<file path="src/rtl/micro_seq.sv">
// rtl/micro_seq.sv - microprogram sequencer: uPC, control-ROM address, uIR load strobe
// Three-cycle FETCH/LOAD/EXEC loop with one-level CALL/RET and a sticky HALT.
module micro_seq #(
    parameter logic [7:0] RESET_ADDR = 8'h00
) (
    input  logic        clk,
    input  logic        rst,
    input  logic        run,
    input  logic [23:0] rom_q,
    input  logic [3:0]  op,
    input  logic        flag_z,
    input  logic        flag_c,
    output logic [7:0]  uaddr,
    output logic        uir_ld,
    output logic        ustep,
    output logic        halted,
    output logic        busy
);

    typedef enum logic [1:0] {
        S_FETCH = 2'd0,
        S_LOAD  = 2'd1,
        S_EXEC  = 2'd2,
        S_HALT  = 2'd3
    } state_t;

    localparam logic [2:0] BM_NEXT = 3'd0;
    localparam logic [2:0] BM_JMP  = 3'd1;
    localparam logic [2:0] BM_JZ   = 3'd2;
    localparam logic [2:0] BM_JC   = 3'd3;
    localparam logic [2:0] BM_DISP = 3'd4;
    localparam logic [2:0] BM_CALL = 3'd5;
    localparam logic [2:0] BM_RET  = 3'd6;
    localparam logic [2:0] BM_HALT = 3'd7;

    state_t     state_q;
    logic [7:0] upc_q, upc_d;
    logic [7:0] ret_q, ret_d;
    logic       uir_ld_q, ustep_q, halted_q, busy_q;

    logic [2:0] bm;
    logic [7:0] na;
    logic [7:0] inc;
    logic       unused_rom;

    assign bm         = rom_q[10:8];
    assign na         = rom_q[7:0];
    assign inc        = upc_q + 8'd1;
    assign unused_rom = ^rom_q[23:11];

    // Next-address decode; only committed on the EXEC cycle, when rom_q holds the current word.
    always_comb begin
        upc_d = inc;
        ret_d = ret_q;
        case (bm)
            BM_NEXT: upc_d = inc;
            BM_JMP:  upc_d = na;
            BM_JZ:   upc_d = flag_z ? na : inc;
            BM_JC:   upc_d = flag_c ? na : inc;
            BM_DISP: upc_d = {na[7:4], op};
            BM_CALL: begin
                upc_d = na;
                ret_d = inc;
            end
            BM_RET:  upc_d = ret_q;
            BM_HALT: upc_d = upc_q;
            default: upc_d = inc;
        endcase
    end

    always_ff @(posedge clk) begin
        if (rst) begin
            state_q  <= S_FETCH;
            upc_q    <= RESET_ADDR;
            ret_q    <= 8'h00;
            uir_ld_q <= 1'b0;
            ustep_q  <= 1'b0;
            halted_q <= 1'b0;
            busy_q   <= 1'b0;
        end else begin
            uir_ld_q <= 1'b0;
            ustep_q  <= 1'b0;
            case (state_q)
                S_FETCH: begin
                    if (run) begin
                        state_q <= S_LOAD;
                        busy_q  <= 1'b1;
                    end
                end
                S_LOAD: begin
                    // Strobes are registered, so they are raised one cycle ahead to land on EXEC.
                    state_q  <= S_EXEC;
                    uir_ld_q <= 1'b1;
                    ustep_q  <= 1'b1;
                    busy_q   <= 1'b1;
                end
                S_EXEC: begin
                    upc_q  <= upc_d;
                    ret_q  <= ret_d;
                    busy_q <= 1'b0;
                    if (bm == BM_HALT) begin
                        state_q  <= S_HALT;
                        halted_q <= 1'b1;
                    end else begin
                        state_q <= S_FETCH;
                    end
                end
                S_HALT: begin
                    state_q  <= S_HALT;
                    halted_q <= 1'b1;
                    busy_q   <= 1'b0;
                end
                default: state_q <= S_FETCH;
            endcase
        end
    end

    assign uaddr  = upc_q;
    assign uir_ld = uir_ld_q;
    assign ustep  = ustep_q;
    assign halted = halted_q;
    assign busy   = busy_q;

endmodule

</file>
<file path="config.mk">
export PLATFORM = sky130hd
export DESIGN_NAME = micro_seq
export DESIGN_NICKNAME = d
export VERILOG_FILES = /design/src/rtl/micro_seq.sv
export SDC_FILE = /design/constraint.sdc
export NUM_CORES = 1
export LEC_CHECK = 0
export BUFFER_PORTS_ARGS = -buffer_cell sky130_fd_sc_hd__buf_2
export CORE_MARGIN = 5
export CORE_UTILIZATION = 36
export DETAILED_ROUTE_END_ITERATION = 10
export GPL_TIMING_DRIVEN = 1
export HOLD_SLACK_MARGIN = 0.03
export PLACE_DENSITY = 0.63
export SLEW_MARGIN = 20
export SYNTH_ARGS = -nofsm -noshare
export SYNTH_HDL_FRONTEND = slang
export SYNTH_SLANG_ARGS = --single-unit
</file>
<file path="constraint.sdc">
create_clock -name clk -period 2.1 [get_ports clk]
set_input_delay 0.105 -clock clk [delete_from_list [all_inputs] [get_ports clk]]
set_output_delay 0.105 -clock clk [all_outputs]
set_load 0.01 [all_outputs]
</file>
==> out/summary.md <==
TritonCTS built the clock tree. In this run the clock root is driven by a sky130_fd_sc_hd__clkbuf_4. For the worst-skew pair, the clock arrives at the later sink with an insertion delay of 0.31 ns. Tracing the worst setup path back leads to its startpoint at state_q[1]. Data arrival time of the critical path: 1.91 ns. For this design the static power due to leakage is 0.000549 µW. The most used standard cell by instance count after synthesis is sky130_fd_sc_hd__dfxtp_1.

The finished cells cover 1400 µm². The logs give 0 for the buffer count from post-CTS setup fixing and 0 for the count of endpoints failing hold in the final timing report. The remaining max-slew budget at the tightest pin is 66.4%.

For this configuration, the core starts out at a cell density of 37.0%. The clock passes through at most 2 buffers. The share of synthesized area in the top cell type comes to 34.3%. Counting every sink on the clock net gives 21. The multi-input combinational cells in the finished layout cover a total of 692 µm².

STA classifies the critical path startpoint as a register. Across the whole layout, storage elements account for 420 µm². Synthesis produced 139 cells. The floorplan has 21 rows. The clock input transition at the sequential cells of the worst setup and hold paths is 0.12 ns, and the growth of design area from synthesis to finish is 14.3%.

The top metal layer carrying routed signals was met4. The peak fanout along the critical path is 9, and the average cell area after synthesis is 8.81 µm². The via count of the first global-routing pass is 1133. By area the synthesized netlist is led by sky130_fd_sc_hd__dfxtp_1 34%, sky130_fd_sc_hd__nor2_1 4.9%, sky130_fd_sc_hd__a211oi_2 4.1%. In the synthesized netlist the async set-or-reset flop fraction comes to 0%.

Setup repair after global routing left no endpoint under its margin. The H-tree depth is 1. Number of max-slew violations in the final report: 0. The placed instances occupy a cell area of 1360 µm². Counting instances in the post-synthesis netlist gives the leading cell types as 21 x sky130_fd_sc_hd__dfxtp_1, 16 x sky130_fd_sc_hd__nor2_1, 10 x sky130_fd_sc_hd__nand2_1, 8 x sky130_fd_sc_hd__o21ai_0. The post-route antenna net violation count was 0. The cell with the largest stage delay on the worst path was sky130_fd_sc_hd__and3_1. In this run the vertical extent of the chip is 68.3 µm. STA puts the critical path data required time at 2.34 ns. The worst-case IR drop observed on VDD is 0.338 mV. The die is 68.3 µm wide. In the routed design, unresolved DRC markers number 0. The worst-margin pin slew is 0.503 ns. The worst hold path begins at rom_q[4]. Of the synthesized area, sequential elements account for 34.3%. For this run, the slowest stage of the critical path takes 0.51 ns. The total length of routed wires was 3150 µm; the clock period minus worst slack was 1.67 ns. The repair_antennas step left the layout with diodes totalling 0. The first global-routing pass estimated 5200 µm of wire.

Detailed routing placed a total of 1550 µm of wire on met2. Synthesis inferred 21 register bits. For the setup total negative slack, the log shows 0 ns. The path category of the worst min-delay check is in -> reg. The I/O pin total was 45. The critical path goes through nor2b_1 -> and3_1 -> buf_4 -> nor2_2 -> a211oi_2. Floorplan core area: 3310 µm².

The final core utilization is 42.3%. In the final routing, the length of wire on met1 measures 1340 µm. During placement, the flow inserted port buffers numbering 31. Net count after synthesis: 173. The average via count per standard cell was 5.39. The via total after detailed routing is 1149. Overall power consumption after layout is estimated at 774 µW. TritonCTS created 3 clock buffers. In the detailed route, the total length drawn on met3 is 235 µm. The detailed router finished its first iteration with 58 violations.

The logs give 202 for the number of nets in the final layout and 0 for the aggregate global routing overflow. Setup violations remaining at the end of the flow were counted as 0. At the end of routability-driven placement, the weighted congestion stood at 0.842. The wire-length estimate of the detail-placed layout is 2320 µm.

The tools report the number of iterations in the first detailed-routing pass as 4. By startpoint and endpoint, the worst setup path is classified as reg -> reg. In the final routed layout, each cell accounts on average for 14.8 µm. For the pin count of the biggest net entering global routing, the log shows 22. Timing would allow up to 600 MHz.

Counting the fill cells in the layout gives 360. The largest total area in the synthesized netlist belongs to sky130_fd_sc_hd__dfxtp_1. The number of different library cells used by synthesis comes to 42.

The most frequently used flop master after synthesis was sky130_fd_sc_hd__dfxtp_1. The Yosys step of the flow raised 0 warnings. In this run the power density over the cells is 553 nW/µm². The run finished with clean final reports.

The mapped netlist covers 1220 µm². The number of antenna violations at the first check in global routing is 0, and the final setup skew is 0.00662 ns. Max capacitance violation total: 0. The die covers 4670 µm².

The worst setup path is captured at a register. Counting flops with a built-in enable in the synthesized netlist gives 0. The number of hold-repair buffers added at the cts stage is 1. The startpoint of the most critical register-to-register path is state_q[1].

Ratio of cells with drive above 1 in the final layout: 31.7%. In the global route stage, overall resource usage came out at 15.0%. The part of the cycle the worst path needs was 79.3%; the number of gates given a new drive strength after cts was 0.
final cells by class:
class | instances | area share [%]
multi-input combinational | 103 | 49.4
sequential | 21 | 30.0
timing repair buffer | 35 | 13.4
tap | 46 | 4.11
clock buffer | 3 | 1.61
inverter | 4 | 1.07
clock inverter | 1 | 0.357
per-layer routing:
layer | global-route usage [%] | up-vias
li1 | - | 564
met1 | 17.2 | 547
met2 | 26.4 | 34
met3 | 5.75 | 4
met4 | 2.73 | 0
met5 | 0 | -
sequential cells by signal, indices dropped and copies added (netlist names):
register  count
uaddr         8
state_q       2
busy          1
ustep         1
halted        1
ret_q         8
critical path: cells and delay by family, from the launching register on:
| kind | cells | cell delay [ns] |
|---|---|---|
| and+or+nand+nor | 3 | 0.78 |
| buffers and inverters | 1 | 0.24 |
| AOI/OAI and AO/OA | 1 | 0.17 |
| DFF | 1 | 0.42 |
path summary, 6_finish.rpt:
check | to | slack [ns] | cells after the start
setup / recovery | ret_q[5] | 0.43 | 5
hold / removal | uaddr[4] | 0.04 | 3
setup reg to reg | ret_q[5] | 0.43 | 5
hold reg to reg | halted | 0.46 | 2
cells in the final DEF, fill, tap and decap left out, drive strengths merged, types with 2 or more instances in the layout:
cell type,count
buf,34
dfxtp,21
nor2,20
nand2,10
o21ai,8
a211oi,7
nor3,4
a21oi,4
inv,4
mux2i,4
nor2b,4
o31ai,3
nand3,3
o21bai,3
a41oi,3
clkbuf,3
o211ai,2
o21a,2
and3,2
xnor2,2
mux2,2
a22oi,2
a311oi,2
a222oi,2
or3b,2
o221ai,2
cells by family after synthesis:
group	count (synthesis)	share of synthesized area [%]
AND/OR/NAND/NOR	50	20.4
AO/OA/AOI/OAI	43	27.8
flip-flops	21	34.3
buffers and inverters	15	9.19
multiplexers	6	5.11
XOR/XNOR	3	2.15
adder cells (fa/ha/maj)	1	1.02
power breakdown:
part	leakage, µW	switching, µW	internal, µW	total (µW)
Sequential	0.000171	17.8	413	431
Clock	0.0000177	129	71.2	200
Combinational	0.000361	78.8	64.4	143
metrics by stage:
stage / hold WS (ns) / std cells / setup WS [ns]
floorplan: 0.245 / 139 / 0.702
global placement: 0.364 / 208 / 0.362
detailed placement: 0.378 / 208 / 0.355
CTS: 0.0387 / 213 / 0.426
global route: 0.0682 / 213 / 0.244
finish: 0.0429 / 213 / 0.434
Note: power is estimated with default switching activity, not from simulation.
